<file path="config.mk">
export PLATFORM = sky130hd
export DESIGN_NAME = llr_load_seq
export DESIGN_NICKNAME = d
export VERILOG_FILES = /design/src/rtl/llr_load_seq.sv
export SDC_FILE = /design/constraint.sdc
export NUM_CORES = 1
export LEC_CHECK = 0
export CORE_AREA = 2 2 89 91
export CTS_CLUSTER_DIAMETER = 50
export DETAILED_ROUTE_END_ITERATION = 10
export DIE_AREA = 0 0 91 93
export PLACE_DENSITY = 0.93
export SLEW_MARGIN = 20
export SYNTH_ARGS = -nofsm -noshare
export SYNTH_HDL_FRONTEND = slang
export SYNTH_SLANG_ARGS = --single-unit
</file>
<file path="constraint.sdc">
create_clock -name i_clk -period 3.2 [get_ports i_clk]
set_input_delay 0.8 -clock i_clk [delete_from_list [all_inputs] [get_ports i_clk]]
set_output_delay 0.8 -clock i_clk [all_outputs]
set_load 0.005 [all_outputs]
</file>
<file path="src/rtl/llr_load_seq.sv">
// llr_load_seq: front-end sequencer for the LLR buffer memory.
// Loads one frame of 8-LLR words into the buffer, then streams the frame back
// out 4 LLRs per beat, one 128-entry window at a time. Between windows the
// buffer is rotated by 128 so the next window lands at positions 0..127.
module llr_load_seq (
    input  logic        i_clk,
    input  logic        i_rst_n,
    input  logic        i_start,
    input  logic [1:0]  i_code,
    input  logic        i_in_valid,
    input  logic [63:0] i_in_data,
    output logic        o_in_ready,
    output logic [1:0]  o_code,
    output logic        o_wen,
    output logic [63:0] o_wdata,
    output logic        o_rot128,
    output logic [6:0]  o_pos0,
    output logic [6:0]  o_pos1,
    output logic [6:0]  o_pos2,
    output logic [6:0]  o_pos3,
    input  logic [6:0]  i_llr0,
    input  logic [6:0]  i_llr1,
    input  logic [6:0]  i_llr2,
    input  logic [6:0]  i_llr3,
    output logic        o_out_valid,
    output logic [6:0]  o_llr0,
    output logic [6:0]  o_llr1,
    output logic [6:0]  o_llr2,
    output logic [6:0]  o_llr3,
    output logic        o_out_last,
    output logic        o_busy,
    output logic        o_done,
    output logic        o_err
);

    typedef enum logic [2:0] {
        IDLE = 3'd0,
        LOAD = 3'd1,
        READ = 3'd2,
        ROT  = 3'd3,
        DONE = 3'd4
    } state_t;

    state_t     state;
    logic [6:0] word_cnt;
    logic [4:0] beat;
    logic [2:0] win;

    logic [6:0] last_word;
    logic [4:0] last_beat;
    logic [2:0] last_win;
    logic       end_beat;
    logic       end_frame;
    logic       reading;

    // Frame geometry limits derived from the latched code.
    always_comb begin
        last_word = 7'd127;
        last_beat = 5'd31;
        last_win  = 3'd7;
        case (o_code)
            2'd0: begin
                last_word = 7'd7;
                last_beat = 5'd15;
                last_win  = 3'd0;
            end
            2'd1: begin
                last_word = 7'd31;
                last_beat = 5'd31;
                last_win  = 3'd1;
            end
            default: begin
                last_word = 7'd127;
                last_beat = 5'd31;
                last_win  = 3'd7;
            end
        endcase
    end

    assign end_beat  = (beat == last_beat);
    assign end_frame = end_beat && (win == last_win);
    assign reading   = (state == READ);

    // Sequencer: state, counters, code latch and the one-cycle-late flags.
    always_ff @(posedge i_clk) begin
        if (!i_rst_n) begin
            state       <= IDLE;
            word_cnt    <= 7'd0;
            beat        <= 5'd0;
            win         <= 3'd0;
            o_code      <= 2'd0;
            o_out_valid <= 1'b0;
            o_out_last  <= 1'b0;
            o_done      <= 1'b0;
            o_err       <= 1'b0;
        end else begin
            // Read data returns one cycle after the positions, so the
            // valid/last flags trail the READ state by one cycle.
            o_out_valid <= reading;
            o_out_last  <= reading && end_frame;
            o_done      <= (state == DONE);
            o_err       <= (state == IDLE) && i_start && (i_code == 2'd3);
            case (state)
                IDLE: begin
                    if (i_start && (i_code != 2'd3)) begin
                        state    <= LOAD;
                        o_code   <= i_code;
                        word_cnt <= 7'd0;
                    end
                end
                LOAD: begin
                    if (i_in_valid) begin
                        word_cnt <= word_cnt + 7'd1;
                        if (word_cnt == last_word) begin
                            state <= READ;
                            beat  <= 5'd0;
                            win   <= 3'd0;
                        end
                    end
                end
                READ: begin
                    if (end_beat) begin
                        beat  <= 5'd0;
                        state <= (o_code == 2'd0) ? DONE : ROT;
                    end else begin
                        beat <= beat + 5'd1;
                    end
                end
                ROT: begin
                    // The last rotation brings the buffer back to load order.
                    if (win == last_win) begin
                        state <= DONE;
                    end else begin
                        win   <= win + 3'd1;
                        beat  <= 5'd0;
                        state <= READ;
                    end
                end
                DONE: begin
                    state <= IDLE;
                end
                default: begin
                    state <= IDLE;
                end
            endcase
        end
    end

    assign o_in_ready = (state == LOAD);
    assign o_wen      = i_in_valid & o_in_ready;
    assign o_wdata    = i_in_data;
    assign o_rot128   = (state == ROT);
    assign o_busy     = (state != IDLE);

    assign o_pos0 = reading ? {beat, 2'd0} : 7'd0;
    assign o_pos1 = reading ? {beat, 2'd1} : 7'd0;
    assign o_pos2 = reading ? {beat, 2'd2} : 7'd0;
    assign o_pos3 = reading ? {beat, 2'd3} : 7'd0;

    assign o_llr0 = i_llr0;
    assign o_llr1 = i_llr1;
    assign o_llr2 = i_llr2;
    assign o_llr3 = i_llr3;

endmodule

</file>
==> parameters.txt <==
Parameter                              Value

Final layout
  Area grow syn2layout    -13.3%
  Final net count    between 300 and 400
  # diodes    0
  Layout cell share with drive strength beyond 1    7.54%

Routing
  Antenna violation net count after detailed routing    0
  Number of vias in the routed layout    approximately 1,400
  Total DRC errors in the routed layout    0
  Via/cell ratio    4.69
  Number of iterations in the first detailed-routing pass    4
  Sum of routed wire length over all layers    about 4.5 mm
  Initial DRC count    65
  WL per Instance    15.0 um

Worst setup path
  Data arrival at the endpoint of the critical path    2.10 ns
  Maximum fanout count along the critical path    3
  Largest stage delay on the critical path    0.52 ns
  Most common cell type on the critical path    sky130_fd_sc_hd__clkdlybuf4s50_1
  Worst path slowest cell    sky130_fd_sc_hd__clkdlybuf4s50_1
  Worst R2R Start    o_code[1]$_SDFFE_PN0P_
  CP Capture Type    primary output
  Crit-path cells    clkdlybuf4s50_1 -> and4bb_1 -> clkdlybuf4s50_1
  CP Class    primary input to primary output
  Worst setup path start    i_in_valid
  Crit path required time    2.40 ns
  Critical path launch point type    primary input

Floorplan
  Total die area    between 0.008 and 0.009 mm^2
  Width of the die    91 um
  Core Box Area    0.00753 mm^2
  Initial cell density of the core    between 20% and 30%
  Number of placement rows    32
  Io pins    ~230
  Chip Height    93 um

Job
  Max capacitance violation total    0

Power and ir drop
  Static Leak    0.706 nW
  Overall Power    0.748 mW
  Clock group share of total power    27.6%
  Power Dens Cells    between 400 and 500 mW/mm^2
  Internal power summed over all cells    0.520 mW
  Power share of the combinational group    a little over a quarter
  Switching portion of total power    between 30% and 40%
  Peak VDD IR    approximately 0.13 mV
  Switching power total    approximately 0.23 mW
  Sequential power share    45.0%

Clocking
  Clk pin slew, worst setup/hold paths    0.09 ns
  TritonCTS clock tree    yes
  TritonCTS Sinks    24
  Number of hold-repair buffers added at the cts stage    0
  Deepest clock path buffer count    2
  CTS root buffer    sky130_fd_sc_hd__clkbuf_8
  Post-CTS setup buffer count    0
  Cts bufs inserted    3
  Clk Latency, worst-skew pair    0.27 ns
  CTS H-tree lvls    1
  Number of instances resized during post-cts repair    0

Timing
  Achievable clock frequency    344 MHz
  Final Critical Period    about 2.9 ns
  Unrepaired setup endpoints after global routing    no
  Final-report hold violation count    0
  Post-route setup TNS    0 ns
  Slew Limit Fails    0
  Clk_skew    0.00571 ns
  Endpoints failing setup    0
  Final critical-path share of the clock period    90.8%

GRT
  GR Overflow Total    0
  Antenna violations before repair    0
  Via count of the first global-routing pass    1,293
  Aggregate global-route resource usage    9.82%
  First-pass GRT wire length    6.78 mm
  Pin count of the biggest net entering global routing    15

Logic synthesis
  Cell area after synthesis    roughly 0.0021 mm^2
  Total of flip-flops plus latches after synthesis    24
  Async set-or-reset flop fraction in the synthesized netlist    0%
  Post-Synthesis Cells    270
  Synth warn    0
  Average footprint of a synthesized cell    7.96 um^2
  Part of the Yosys area used for sequential elements    roughly 22%
  Yosys top cell area share    40.2%
  Synth area leader    sky130_fd_sc_hd__buf_4
  Unique cell type count in the Yosys netlist    44
  Post-synth top flop    sky130_fd_sc_hd__dfxtp_1
  Top post-synthesis cells by area    sky130_fd_sc_hd__buf_4 40%, sky130_fd_sc_hd__dfxtp_1 22%, sky130_fd_sc_hd__nor2_1 3.3%, sky130_fd_sc_hd__nand2_1 3.0%, sky130_fd_sc_hd__xor2_1 2.4%
  Post-synth EDFFs    0

Placed design
  Placer congestion estimate    roughly 0.89
  Final HPWL from detailed placement    3.73 mm
  Count of input and output buffers    39

Run status
  Status    complete, no violations

Worst hold path
  Hold crit path type    flip-flop to flip-flop
  HP Start    word_cnt[1]$_SDFFE_PN0P_
==> layer usage <==
layer	routed length (um)	share of wire, %	GRT usage [%]
met5	0	0	0
met4	202	4.5	6.31
met3	549	12	4.51
met2	2400	53	19.0
met1	1350	30	7.90
==> final timing paths <==
check	depth (start not counted)	slack, ns	endpoint
hold reg to reg	2	0.48	word_cnt[1]$_SDFFE_PN0P_
setup reg to reg	5	1.38	beat[2]$_SDFFE_PN0P_
hold / removal	2	0.48	word_cnt[1]$_SDFFE_PN0P_
setup / recovery	3	0.30	o_wen
==> per-stage QoR <==
| stage | instance area [um^2] | setup slack (ns) | cells | util [%] | hold WS, ns |
|---|---|---|---|---|---|
| 2_1_floorplan | 2160 | 1.24 | 273 | - | 0.444 |
| 3_3_place_gp | 1810 | 0.341 | 297 | 24.0 | 0.454 |
| 3_5_place_dp | 1810 | 0.346 | 297 | 24.0 | 0.466 |
| 4_1_cts | 1860 | 0.296 | 301 | 24.7 | 0.478 |
| 5_1_grt | 1860 | 0.241 | 301 | 24.7 | 0.501 |
| 6_report | 1860 | 0.295 | 301 | 24.7 | 0.480 |
==> logic make-up after synthesis <==
logic type	share of synthesized area (%)
other	0.175
XOR/XNOR	2.45
adder cells (fa/ha/maj)	1.75
buffers and inverters	42.5
multiplexers	1.92
AND/OR/NAND/NOR	18.6
AO/OA/AOI/OAI	10.3
flip-flops	22.4
==> synthesized netlist by cell type (2+ instances only) <==
cell,count
sky130_fd_sc_hd__nand2b_1,2
sky130_fd_sc_hd__nor4_1,2
sky130_fd_sc_hd__and3_1,3
sky130_fd_sc_hd__dfxtp_1,24
sky130_fd_sc_hd__mux2i_1,3
sky130_fd_sc_hd__nor2_1,19
sky130_fd_sc_hd__o21ai_1,2
sky130_fd_sc_hd__ha_1,3
sky130_fd_sc_hd__a21oi_1,5
sky130_fd_sc_hd__nand3b_1,3
sky130_fd_sc_hd__and2_1,7
sky130_fd_sc_hd__buf_4,115
sky130_fd_sc_hd__a31oi_1,5
sky130_fd_sc_hd__xor2_1,6
sky130_fd_sc_hd__nand4_1,4
sky130_fd_sc_hd__buf_2,3
sky130_fd_sc_hd__inv_1,5
sky130_fd_sc_hd__or3_1,2
sky130_fd_sc_hd__nand2_1,17
sky130_fd_sc_hd__nand3_1,9
sky130_fd_sc_hd__nor3_1,6
sky130_fd_sc_hd__o21ai_0,3
==> cell type report <==
| cell class | count | area [um^2] |
|---|---|---|
| fillers | 812 | 5670 |
| repair buffers | 42 | 413 |
| flip-flops and latches | 24 | 480 |
| well taps | 102 | 128 |
| multi-input cells | 124 | 767 |
| clock buffers | 4 | 55.1 |
| inverters | 5 | 18.8 |
==> worst max-delay path, delay by kind of cell <==
kind	cells	cell delay, ns
and+or+nand+nor	1	0.27
buffers and inverters	2	1.03
==> cell usage in the layout (no fill, tap or decap), types with 2 or more instances in the layout <==
cell                              instances
sky130_fd_sc_hd__mux2i_1                  3
sky130_fd_sc_hd__buf_4                    3
sky130_fd_sc_hd__inv_1                    5
sky130_fd_sc_hd__nor4_1                   2
sky130_fd_sc_hd__nor3_1                   6
sky130_fd_sc_hd__ha_1                     3
sky130_fd_sc_hd__nand2_1                 17
sky130_fd_sc_hd__conb_1                   4
sky130_fd_sc_hd__o21ai_1                  2
sky130_fd_sc_hd__o21ai_0                  3
sky130_fd_sc_hd__nand3b_1                 3
sky130_fd_sc_hd__nand2b_1                 2
sky130_fd_sc_hd__nor2_1                  19
sky130_fd_sc_hd__clkdlybuf4s50_1         39
sky130_fd_sc_hd__and3_1                   3
sky130_fd_sc_hd__or3_1                    2
sky130_fd_sc_hd__a31oi_1                  5
sky130_fd_sc_hd__nand4_1                  4
sky130_fd_sc_hd__a21oi_1                  5
sky130_fd_sc_hd__clkbuf_8                 4
sky130_fd_sc_hd__nand3_1                  9
sky130_fd_sc_hd__xor2_1                   6
sky130_fd_sc_hd__and2_1                   7
sky130_fd_sc_hd__dfxtp_1                 24
==> power groups by stage <==
stage	registers (mW)	logic (mW)	clock network, mW
global route	0.340	0.226	0.217
global placement	0.342	0.197	0
detailed placement	0.343	0.204	0
finish	0.336	0.205	0.206
CTS	0.336	0.206	0.208
floorplan	0.331	0.237	0
==> sequential cells by signal, indices dropped and copies added (netlist names) <==
name	cells
o_done	1
win	3
state	3
o_code	2
word_cnt	7
beat	5
o_err	1
o_out_last	1
o_out_valid	1
No activity file was read; power rests on OpenSTA's default activity.
